===== src/rtl/op_drain_pkg.sv =====
// Shared constants and FSM encoding for the OP_SRAM drain path.
// Optional feature macro (used by op_sram_drain): OP_DRAIN_CKSUM_EN.
package op_drain_pkg;

    localparam int OP_DEPTH   = 16;
    localparam int OP_ADDR_W  = 4;
    localparam int OP_ROW_W   = 128;
    localparam int OP_BEAT_W  = 32;
    localparam int BEATS      = OP_ROW_W / OP_BEAT_W;
    localparam int BEAT_CNT_W = $clog2(BEATS);

    // Drain FSM encoding, kept as plain constants for legacy tooling.
    typedef logic [2:0] state_t;
    localparam state_t IDLE = 3'd0;
    localparam state_t RD   = 3'd1;
    localparam state_t WAIT = 3'd2;
    localparam state_t SEND = 3'd3;
    localparam state_t FIN  = 3'd4;

endpackage


===== src/rtl/op_sram_drain_row_serializer.sv =====
// Holds one OP_SRAM row and streams it out as BEAT_W-bit beats, LSBs first.
// A new row is loaded with load; row_done flags the handshake of its last beat.
module row_serializer
    import op_drain_pkg::*;
#(
    parameter int ROW_W  = OP_ROW_W,
    parameter int BEAT_W = OP_BEAT_W
) (
    input  logic              clk,
    input  logic              reset_n,
    input  logic              load,
    input  logic [ROW_W-1:0]  row_in,
    input  logic              out_ready,
    output logic              out_valid,
    output logic [BEAT_W-1:0] out_data,
    output logic              beat_last,
    output logic              row_done
);

    localparam int NBEATS = ROW_W / BEAT_W;
    localparam int BCW    = (NBEATS > 1) ? $clog2(NBEATS) : 1;

    logic [ROW_W-1:0] row_buf;
    logic [BCW-1:0]   beat;
    logic             vld;

    // Capture a row, then step through its beats on each accepted handshake.
    always_ff @(posedge clk or negedge reset_n) begin
        if (!reset_n) begin
            row_buf <= '0;
            beat    <= '0;
            vld     <= 1'b0;
        end else if (load) begin
            row_buf <= row_in;
            beat    <= '0;
            vld     <= 1'b1;
        end else if (vld && out_ready) begin
            if (beat_last) begin
                beat <= '0;
                vld  <= 1'b0;
            end else begin
                beat <= beat + 1'b1;
            end
        end
    end

    // Beat select and last-beat handshake detection; valid is never a function of ready.
    always_comb begin
        beat_last = (beat == BCW'(NBEATS - 1));
        out_valid = vld;
        out_data  = row_buf[int'(beat) * BEAT_W +: BEAT_W];
        row_done  = vld && out_ready && beat_last;
    end

endmodule


===== src/rtl/op_sram_drain.sv =====
// Drains num_rows rows of OP_SRAM from address 0 onto a valid/ready beat stream.
// Define OP_DRAIN_CKSUM_EN to add the cksum output (XOR of all accepted beats).
module op_sram_drain
    import op_drain_pkg::*;
#(
    parameter int DEPTH  = OP_DEPTH,
    parameter int ADDR_W = OP_ADDR_W,
    parameter int ROW_W  = OP_ROW_W,
    parameter int BEAT_W = OP_BEAT_W
) (
    input  logic              clk,
    input  logic              reset_n,
    input  logic              start,
    input  logic [ADDR_W:0]   num_rows,
    output logic              busy,
    output logic              done,
    output logic              sram_cen,
    output logic              sram_wen,
    output logic [ADDR_W-1:0] sram_addr,
    input  logic [ROW_W-1:0]  sram_q,
    output logic              out_valid,
    input  logic              out_ready,
    output logic [BEAT_W-1:0] out_data,
    output logic              out_last
`ifdef OP_DRAIN_CKSUM_EN
    ,
    output logic [BEAT_W-1:0] cksum
`endif
);

    localparam logic [ADDR_W:0] DEPTH_L = (ADDR_W + 1)'(DEPTH);

    state_t            state;
    logic              accept_q;
    logic [ADDR_W:0]   n;
    logic [ADDR_W:0]   n_req;
    logic [ADDR_W-1:0] row;
    logic              start_acc;
    logic              last_row;
    logic              load;
    logic              beat_last;
    logic              row_done;

    // Start acceptance, row-count clamp and last-row detection.
    always_comb begin
        start_acc = start && (state == IDLE) && !accept_q;
        n_req     = (num_rows > DEPTH_L) ? DEPTH_L : num_rows;
        last_row  = ({1'b0, row} == (n - 1'b1));
        load      = (state == WAIT);
    end

    // Drain sequencing: the accepted start is registered once, then one RD/WAIT/SEND pass per row.
    always_ff @(posedge clk or negedge reset_n) begin
        if (!reset_n) begin
            state    <= IDLE;
            accept_q <= 1'b0;
            n        <= '0;
            row      <= '0;
        end else begin
            accept_q <= start_acc;
            if (start_acc) begin
                n   <= n_req;
                row <= '0;
            end
            case (state)
                IDLE: if (accept_q) state <= (n == '0) ? FIN : RD;
                RD:   state <= WAIT;
                WAIT: state <= SEND;
                SEND: begin
                    if (row_done) begin
                        if (last_row) begin
                            state <= FIN;
                        end else begin
                            row   <= row + 1'b1;
                            state <= RD;
                        end
                    end
                end
                FIN:     state <= IDLE;
                default: state <= IDLE;
            endcase
        end
    end

    // SRAM strobes and status decoded straight from state so reset takes effect immediately.
    always_comb begin
        busy      = (state != IDLE) || accept_q;
        done      = (state == FIN);
        sram_cen  = (state != RD);
        sram_wen  = 1'b1;
        sram_addr = row;
        out_last  = out_valid && beat_last && last_row;
    end

    row_serializer #(
        .ROW_W  (ROW_W),
        .BEAT_W (BEAT_W)
    ) u_ser (
        .clk       (clk),
        .reset_n   (reset_n),
        .load      (load),
        .row_in    (sram_q),
        .out_ready (out_ready),
        .out_valid (out_valid),
        .out_data  (out_data),
        .beat_last (beat_last),
        .row_done  (row_done)
    );

`ifdef OP_DRAIN_CKSUM_EN
    // Running XOR of accepted beats, restarted on each accepted start.
    always_ff @(posedge clk or negedge reset_n) begin
        if (!reset_n) begin
            cksum <= '0;
        end else if (start_acc) begin
            cksum <= '0;
        end else if (out_valid && out_ready) begin
            cksum <= cksum ^ out_data;
        end
    end
`endif

endmodule


===== config.mk =====
export PLATFORM = sky130hd
export DESIGN_NAME = op_sram_drain
export DESIGN_NICKNAME = d
export VERILOG_FILES = /design/src/rtl/op_drain_pkg.sv /design/src/rtl/op_sram_drain_row_serializer.sv /design/src/rtl/op_sram_drain.sv
export SDC_FILE = /design/constraint.sdc
export NUM_CORES = 1
export LEC_CHECK = 0
export CAP_MARGIN = 40
export CORE_ASPECT_RATIO = 1.5
export CORE_UTILIZATION = 35
export DETAILED_ROUTE_END_ITERATION = 8
export HOLD_SLACK_MARGIN = 0.12
export REMOVE_ABC_BUFFERS = 1
export SETUP_SLACK_MARGIN = 0.5
export SYNTH_ARGS = -nofsm -noshare
export SYNTH_HDL_FRONTEND = slang
export SYNTH_HIERARCHICAL = 1
export SYNTH_SLANG_ARGS = --single-unit

===== constraint.sdc =====
create_clock -name clk -period 2.6 [get_ports clk]
set_input_delay 0.52 -clock clk [delete_from_list [all_inputs] [get_ports clk]]
set_output_delay 0.52 -clock clk [all_outputs]
set_load 0.1 [all_outputs]

==> results.cfg <==
[run_status]
outcome = completed

[placed_design]
portBuffers = 177
place_ws_ns = 0.2443
post_dp_cell_area_um2 = 8831
dp_hpwl_um = 11060
gp_congestion = 0.8009

[synthesis]
synth_edf_count = 0
synthArstFlopShare_pct = 100.0
synth_warnings = 6
ys_types = 42
netlist.area_leader.share_pct = 55.28
syn_area_per_cell_um2 = 15.94
synth.most_common_cell = dfrtp_1
yosysTopAreaCell = dfrtp_1
synth.area.top_cells = dfrtp_1 (55%), mux2_2 (22%), mux4_2 (10%), buf_6 (2.6%), mux4_1 (1.2%)
ys.flop_type = dfrtp_1
postSynthCellCount = 409
ys_seq_area_share_pct = 55.28
ys_seq_elements = 144
syn_area_um2 = 6519
yosys-top-cells-count = dfrtp_1 (144), mux2_2 (128), mux4_2 (29)

[clocking]
path_clk_slew_ns = 0.06
cts_sinks = 144
cts_tree = done
clockBufferDepth = 2
cts-root-buf = clkbuf_16
htree_levels = 4
cts_buffers = 17
clkLatencyLatePin_ns = 0.42

[detailed_routing]
drc = 0
wl_per_cell_um = 18.08
ant_nets = 0
drt_wl_total_um = 15490
vias_per_cell = 4.882
dr.first_iter.drc_count = 194
vias = 4184
dr.pass1.iters = 4

[grt]
grt_pass1_wl_um = 24840
antenna_found_initial = 1
grt_max_degree = 80
grt_usage_pct = 17.23
grt.overflow.total = 0
grt_pass1_vias = 4636

[floorplan]
die_y_um = 169.1
io_pins = 179
dieArea_um2 = 19190
fp.coreArea_um2 = 18090
start_util_pct = 36.03
die_width_um = 113.4
rows = 60

[critical_path]
critical_path_class = reg -> out
regToRegStartpoint = u_ser/beat[0]
arrival_ns = 2.04
crit_path_max_incr_delay_ns = 0.39
r2r-end = sram_addr[3]
rr_worst_depth = 7
start_kind = flop
crit_chain = inv_2 > ha_4 > or3_4 > a311oi_4 > and3_4 > buf_12
required_ns = 2.08
path_max_fanout = 5
crit_slowest_cell = or3_4
worstSetupEndpointType = output pin
r2r_slack_ns = 0.59

[power]
cellPowerDensity_nw_per_um2 = 532.6
power.net_switching_mw = 0.9803
seqPwrFrac_pct = 43.6
p_leak_nw = 4.341
swShare_pct = 19.05
power.total_mw = 5.145
clkPwrFrac_pct = 51.2
ir_drop_mv = 0.3093
p_int_mw = 4.165
power_frac_comb_pct = 5.2

[sta]
grt_setup_unrepaired = yes
slew_headroom_pct = 63.49
period_share_pct = 98.48
setup_viol = 0
whs_ns = 0.5000
setup_ws_ns = 0.03950
timing.fmax_mhz = 390.5
tightest_slew_ns = 0.5477
skew_ns = 0.01107
drv_slew = 0
period_minus_slack_ns = 2.561
finalHoldViolations = 0

[layout]
final_cell_area_um2 = 9661
syn_to_final_growth_pct = 48.20
drive_gt1_share_pct = 43.75
nets = 738

[worst_hold_path]
min_to = u_ser/row_buf[115]
min_path_cells = 1
hold_path.class = reg -> reg
hold_start = u_ser/row_buf[115]

[job]
maxCapViolations = 0
-- how the worst max path moves through the flow --
stage	to	from	depth (start not counted)	slack [ns]
CTS	out_last	n[0]	6	0.008
detailed placement	out_last	n[0]	6	0.24
finish	out_last	n[0]	6	0.04
global placement	out_last	n[0]	6	0.31
global route	out_last	n[1]	7	-0.05
floorplan	u_ser/row_buf[0]	state[2]	4	-4.21
-- power groups by stage --
stage	registers, mW	clock network, mW	logic [mW]
2_1_floorplan	2.28	0	0.00940
3_3_place_gp	2.28	0	0.268
3_5_place_dp	2.28	0	0.272
4_1_cts	2.24	2.71	0.275
5_1_grt	2.24	2.79	0.291
6_report	2.24	2.63	0.268
-- area by class of cell --
cell class | count | area [µm²]
fillers | 1506 | 8432
flip-flops and latches | 144 | 3611
multi-input cells | 231 | 2698
repair buffers | 196 | 2371
clock buffers | 19 | 452.9
well taps | 248 | 310.3
clock inverters | 10 | 185.2
inverters | 8 | 30.03
diodes | 1 | 2.502
-- registers in the layout, summed over array words and instances, names as in the netlist --
signal           flops
u_ser/out_valid      1
n                    5
u_ser/beat           2
u_ser/row_buf      128
accept_q             1
state                3
sram_addr            4
-- logic make-up (layout without fill, tap and decap cells) --
logic type / count (synthesis) / in the layout / share of synthesized area [%]
fa+ha+maj: 3 / 3 / 0.5759
simple gates: 38 / 38 / 3.301
xor+xnor: 5 / 5 / 0.6719
other cells: 1 / 2 / 0.05753
compound gates: 24 / 24 / 2.879
mux: 160 / 160 / 33.34
flops: 144 / 144 / 55.28
buf+inv: 34 / 233 / 3.896
-- critical path: cells and delay by family (launching register included) --
kind,cells,cell delay (ns)
adders and majority gates,1,0.17
buffers and inverters,2,0.23
DFF,1,0.37
and+or+nand+nor,2,0.62
AOI/OAI and AO/OA,1,0.23
-- metal layers --
layer | track usage [%] | wire, µm
met1 | 19.91 | 5929
met2 | 30.57 | 8611
met3 | 4.000 | 654
met4 | 6.979 | 298
met5 | 0 | 0
-- layout by cell type (no fill, tap or decap), types with 3 or more instances in the layout --
| master | Yosys | final |
|---|---|---|
| buf_12 | 0 | 41 |
| buf_4 | 1 | 12 |
| buf_6 | 15 | 5 |
| bufinv_16 | 0 | 5 |
| clkbuf_16 | 0 | 17 |
| clkdlybuf4s50_1 | 0 | 135 |
| dfrtp_1 | 144 | 140 |
| dfrtp_2 | 0 | 3 |
| inv_1 | 8 | 6 |
| mux2_2 | 128 | 128 |
| mux4_2 | 29 | 32 |
| nand2_1 | 11 | 11 |
| nand2b_1 | 3 | 3 |
| nand3_1 | 3 | 3 |
| nand3b_1 | 3 | 3 |
| nor3_1 | 3 | 3 |
| o211ai_1 | 3 | 3 |
| o21ai_0 | 6 | 6 |
| xor2_1 | 3 | 3 |
-- through the flow --
step                TNS [ns]  utilization, %  std cells
floorplan            -558.95               -        383
global placement           0           48.81        819
detailed placement         0           48.81        819
CTS                        0           53.25        856
global route        -0.05235           53.40        857
finish                     0           53.40        857
-- timing repair --
item,4_1_cts,5_1_grt
hold buffers,1,0
pin swaps,4,1
resized for setup,23,5
endpoints found under the hold margin,54,0
setup endpoints to repair,34,36
buffers inserted,6,0
gates cloned,1,0
Note: power is estimated with default switching activity, not from simulation.
